File: config.mk
export PLATFORM = sky130hd
export DESIGN_NAME = mult_seq32
export DESIGN_NICKNAME = d
export VERILOG_FILES = /design/src/rtl/mult_seq32_pkg.sv /design/src/rtl/twoscomp32.sv /design/src/rtl/twoscomp64.sv /design/src/rtl/mult_seq32.sv
export SDC_FILE = /design/constraint.sdc
export NUM_CORES = 1
export LEC_CHECK = 0
export BUFFER_PORTS_ARGS = -buffer_cell sky130_fd_sc_hd__buf_2
export CAP_MARGIN = 20
export CORE_UTILIZATION = 55
export DETAILED_ROUTE_END_ITERATION = 10
export PLACE_DENSITY = 0.76
export SYNTH_ARGS = -nofsm -noshare
export SYNTH_HDL_FRONTEND = slang
export SYNTH_SLANG_ARGS = --single-unit
File: constraint.sdc
create_clock -name CLK -period 5.2 [get_ports CLK]
set_clock_uncertainty 0.1 [all_clocks]
set_input_delay 1.04 -clock CLK [delete_from_list [all_inputs] [get_ports CLK]]
set_output_delay 1.04 -clock CLK [all_outputs]
set_load 0.05 [all_outputs]
File: src/rtl/mult_seq32_pkg.sv
// Shared constants and state encoding for the sequential 32x32 shift-add multiplier.
package mult_seq32_pkg;

  localparam int unsigned MULT_WIDTH = 32;
  localparam int unsigned MULT_ITER  = 32;

  typedef enum logic [2:0] {
    ST_IDLE  = 3'd0,
    ST_PREP  = 3'd1,
    ST_RUN   = 3'd2,
    ST_FIX   = 3'd3,
    ST_DONES = 3'd4
  } state_t;

endpackage

File: src/rtl/twoscomp32.sv
// Combinational two's complement (negation) of a 32-bit word.
module twoscomp32 #(
  parameter int unsigned W = 32
) (
  input  logic [W-1:0] i_x,
  output logic [W-1:0] o_y
);

  assign o_y = W'(~i_x) + W'(1);

endmodule

File: src/rtl/twoscomp64.sv
// Combinational two's complement (negation) of a 64-bit word.
module twoscomp64 #(
  parameter int unsigned W = 64
) (
  input  logic [W-1:0] i_x,
  output logic [W-1:0] o_y
);

  assign o_y = W'(~i_x) + W'(1);

endmodule

File: src/rtl/mult_seq32.sv
// Sequential shift-add multiplier, one product bit per cycle, signed or unsigned.
// Operates on the falling clock edge to line up with the register-file family.
module mult_seq32
  import mult_seq32_pkg::*;
#(
  parameter int unsigned WIDTH = MULT_WIDTH,
  parameter int unsigned ITER  = MULT_ITER
) (
  input  logic             CLK,
  input  logic             RESET,
  input  logic             START,
  input  logic             SIGNED,
  input  logic [WIDTH-1:0] A,
  input  logic [WIDTH-1:0] B,
  output logic             BUSY,
  output logic             DONE,
  output logic [WIDTH-1:0] HI,
  output logic [WIDTH-1:0] LO
);

  localparam int unsigned PW = 2 * WIDTH + 1;
  localparam int unsigned CW = $clog2(ITER + 1);

  state_t             r_state;
  state_t             w_next;
  logic               w_accept;
  logic               w_busy;
  logic               w_done;
  logic               r_busy;
  logic               r_done;

  logic [WIDTH-1:0]   r_a;
  logic [WIDTH-1:0]   r_b;
  logic               r_signed;
  logic               r_neg;
  logic [WIDTH-1:0]   r_m;
  logic [PW-1:0]      r_p;
  logic [CW-1:0]      r_cnt;
  logic [WIDTH-1:0]   r_hi;
  logic [WIDTH-1:0]   r_lo;

  logic [WIDTH-1:0]   w_a_neg;
  logic [WIDTH-1:0]   w_b_neg;
  logic [2*WIDTH-1:0] w_p_neg;
  logic [WIDTH:0]     w_sum;
  logic [PW-1:0]      w_p_step;

  twoscomp32 #(.W(WIDTH)) u_neg_a (
    .i_x (r_a),
    .o_y (w_a_neg)
  );

  twoscomp32 #(.W(WIDTH)) u_neg_b (
    .i_x (r_b),
    .o_y (w_b_neg)
  );

  twoscomp64 #(.W(2 * WIDTH)) u_neg_p (
    .i_x (r_p[2*WIDTH-1:0]),
    .o_y (w_p_neg)
  );

  // One iteration: conditional 33-bit add into the upper half, then logical shift right.
  assign w_sum    = {1'b0, r_p[2*WIDTH-1:WIDTH]} + {1'b0, r_m};
  assign w_p_step = r_p[0] ? ({w_sum, r_p[WIDTH-1:0]} >> 1) : (r_p >> 1);

  always_ff @(negedge CLK) begin
    if (RESET) begin
      r_state <= ST_IDLE;
      r_busy  <= 1'b0;
      r_done  <= 1'b0;
    end else begin
      r_state <= w_next;
      r_busy  <= w_busy;
      r_done  <= w_done;
    end
  end

  always_comb begin
    w_next   = r_state;
    w_accept = 1'b0;
    w_busy   = 1'b0;
    w_done   = 1'b0;
    case (r_state)
      ST_IDLE: begin
        if (START) begin
          w_accept = 1'b1;
          w_next   = ST_PREP;
        end
      end
      ST_PREP:  w_next = ST_RUN;
      ST_RUN: begin
        if (r_cnt == CW'(ITER - 1)) w_next = ST_FIX;
      end
      ST_FIX:   w_next = ST_DONES;
      ST_DONES: begin
        if (START) begin
          w_accept = 1'b1;
          w_next   = ST_PREP;
        end else begin
          w_next   = ST_IDLE;
        end
      end
      default:  w_next = ST_IDLE;
    endcase
    w_busy = (w_next == ST_PREP) || (w_next == ST_RUN) || (w_next == ST_FIX);
    w_done = (w_next == ST_DONES);
  end

  // Datapath: operand capture, magnitude prep, iterate, sign-fix into HI/LO.
  always_ff @(negedge CLK) begin
    if (RESET) begin
      r_a      <= '0;
      r_b      <= '0;
      r_signed <= 1'b0;
      r_neg    <= 1'b0;
      r_m      <= '0;
      r_p      <= '0;
      r_cnt    <= '0;
      r_hi     <= '0;
      r_lo     <= '0;
    end else begin
      if (w_accept) begin
        r_a      <= A;
        r_b      <= B;
        r_signed <= SIGNED;
        r_neg    <= SIGNED & (A[WIDTH-1] ^ B[WIDTH-1]);
      end
      case (r_state)
        ST_PREP: begin
          r_m   <= (r_signed & r_a[WIDTH-1]) ? w_a_neg : r_a;
          r_p   <= {(WIDTH + 1)'(0), ((r_signed & r_b[WIDTH-1]) ? w_b_neg : r_b)};
          r_cnt <= '0;
        end
        ST_RUN: begin
          r_p   <= w_p_step;
          r_cnt <= r_cnt + CW'(1);
        end
        ST_FIX: begin
          {r_hi, r_lo} <= r_neg ? w_p_neg : r_p[2*WIDTH-1:0];
        end
        default: ;
      endcase
    end
  end

  assign BUSY = r_busy;
  assign DONE = r_done;
  assign HI   = r_hi;
  assign LO   = r_lo;

endmodule

==> flow_summary.ini <==
[run_status]
status = completed

[logic_synthesis]
ys_ff_latch = 237
synth_cells = 1647
yosysTopAreaCell = dfxtp_1
async_reset_ff_frac = 0
ys_seq_area_frac = 0.3641
ys_types = 75
synth_simple_gate_area_frac = 0.2133
muxShareOfSynthArea = 0.01632
synth-main-ff-cell = dfxtp_1
synth_edf_count = 0
synth_xor_area_frac = 0.08199
synth-compound-area-share = 0.2442
synth_area_leaders = dfxtp_1 (36%), nand2_1 (7.2%), a21oi_1 (6.7%), xor2_1 (4.8%), nor2_1 (3.9%)
synth-adder-area-share = 0.03610
synth_top_area_frac = 0.3641
ys_warn_count = 0
syn_area_sq_um = 13030
syn_nets = 1752
avgSynthCellArea_sq_um = 7.913
synth_top_family_by_area = compound AO/OA/AOI/OAI gates

[place]
gp_congestion = 0.9476
port_buffers = 133
placed_cells = 1999
dp_hpwl_mm = 24.57
place_ws_ns = 0.3534

[drt]
drtAntennaViolNets = 0
dr.pass1.iters = 5
drc = 0
drt-initial-drc-count = 1079
wire_per_inst_microns = 15.71
vias = 13120
routed_wl_mm = 35.91
vias_per_cell = 5.743

[worst_setup_path]
cpPeakStageDelay_ns = 0.36
slowest_stage = dfxtp_1
reg2reg_from = r_p[32]
cp-end-kind = output pin
r2r_end = r_p[63]
arrival_ns = 3.83
cp_data_required_time_ns = 4.06
path_class = reg2out
r2r_cells = 11
reg2reg_slack_ns = 1.59
cp_max_fo = 2
startpoint_type = flop
crit_start = HI[0]
cp.buffers_inverters = 1
crit_chain = buf_2
cp_top_family = flip-flops

[pwr]
finalPower_w = 0.005401
p_int_w = 0.003593
pwr-share-seq = 0.366
swShare = 0.3348
switching_power_w = 0.001808
power_density_nw_per_um2 = 345.2
leakagePower_nw = 6.993
clkPwrFrac = 0.502
vdd_drop_max_uv = 354.8
pwr-share-comb = 0.132

[floorplan]
dieHeight_microns = 155.9
dieArea_sq_um = 24320
io_pins = 134
start_util = 0.5687
fp.dieW_microns = 155.9
core_area_sq_um = 22920
rows = 55

[sta]
slew_headroom = 0.3818
timing_hold_violations_final = 0
worst_pin_slew_ns = 0.9273
finalSetupViolCount = 0
setup_slack_ns = 0.2250
grt_setup_unrepaired = no
finalSetupTns_ns = 0
slew_violations = 0

[clocking]
cts_made_buffers = 27
clock_path_buffers = 3
tritoncts = yes
cts_hold_buffers = 0
cts_setup_buffers = 0
cts.clk_slew.worst_paths_ns = 0.03
cts.htree.levels = 1
clock_sinks = 237
cts-root-buf = clkbuf_16
cts_resized = 0
clk_latency_ns = 0.61

[cells_and_area]
layout_common_cells = inv_1 (264), nand2_1 (249), dfxtp_1 (236), a21oi_1 (174), nor2_1 (133)
utilization = 0.6828
final_common_cell = inv_1
finalNetCount = 2056
synthToLayoutAreaGrowth_pct = 20.07
finalNonFillerCells = 2285
multiInputGateArea_sq_um = 7737
fillers = 1958
drive_gt1_frac = 0.1131
antenna_cells = 0
seq_area_sq_um = 4746

[global_routing]
grt_overflow = 0
grt_pass1_vias = 12140
grt_max_degree = 85
grt_first_pass_wirelength_mm = 57.53
grt_use_total = 0.2865
antenna_found_initial = 0

[hold_path]
min-delay-start = LO[23]
hold_path.class = reg2reg
hold_path_end = LO[23]
hold_depth = 2

[run]
maxCapViolations = 0
[sequential cells by signal, summed over array words and instances, names as in the netlist, 3 cells and up]
signal,cells
r_m,32
r_a,32
r_b,32
HI,32
r_p,64
r_state,3
LO,32
r_cnt,6
[synthesized netlist by cell type (all sizes together), types with 3 or more instances]
master	n
nand2b	14
nor3b	25
o211ai	7
ha	36
o41ai	15
nor4	13
a21oi	174
dfxtp	237
a22oi	42
or3	23
nor2b	19
or2	3
clkbuf	102
a21o	22
inv	21
and2	6
a31oi	11
buf	14
a221oi	5
o21a	4
nor2	136
nand4	11
nand3b	6
a21boi	4
or4	11
xnor2	50
o22ai	41
a211oi	51
mux2i	19
nand3	23
and3	4
o31ai	24
xor2	72
nor3	32
and3b	3
a311oi	6
o21ai	77
nand2	250
a222oi	8
[cell families after synthesis]
family / Yosys count
multiplexers: 21
buffers and inverters: 138
XOR/XNOR: 122
AND/OR/NAND/NOR: 587
flip-flops: 237
AO/OA/AOI/OAI: 505
adder cells (fa/ha/maj): 37
[how the worst max path moves through the flow]
stage          endpoint  slack, ns  cells past startpoint
3_5_place_dp     HI[18]       0.35                      4
6_report          HI[0]       0.23                      1
5_1_grt           HI[8]       0.19                      1
2_1_floorplan   r_p[47]       0.48                      4
3_3_place_gp    r_p[58]       0.39                      4
4_1_cts          HI[31]       0.22                      1
[per-layer routing]
metal / wire [microns] / up-vias / global-route usage
li1: - / 6558 / -
met1: 17060 / 6000 / 0.4040
met2: 15340 / 513 / 0.4114
met3: 2775 / 52 / 0.07917
met4: 728 / 0 / 0.1102
met5: 0 / - / 0
[final cells by class]
type	count	share of cell area
Clock inverter	260	0.07309
Multi-Input combinational cell	1272	0.4945
Sequential cell	237	0.3033
Inverter	21	0.005038
Timing Repair Buffer	155	0.05589
Tap cell	313	0.02503
Clock buffer	27	0.04318
[per-stage QoR]
| step | cell area [sq um] | hold WS, ns |
|---|---|---|
| 2_1_floorplan | 13030 | 0.3362 |
| 3_3_place_gp | 13830 | 0.3331 |
| 3_5_place_dp | 13830 | 0.3398 |
| 4_1_cts | 15650 | 0.3449 |
| 5_1_grt | 15650 | 0.3559 |
| 6_report | 15650 | 0.3468 |
[power groups by stage]
stage / registers (W) / clock network, W / logic, W
after floorplan: 0.00200 / 0.000276 / 0.000519
after global placement: 0.00199 / 0.000276 / 0.000690
after detailed placement: 0.00200 / 0.000276 / 0.000703
after CTS: 0.00197 / 0.00278 / 0.000708
after global routing: 0.00198 / 0.00299 / 0.000785
final: 0.00198 / 0.00271 / 0.000714
Note: power is estimated with default switching activity, not from simulation.
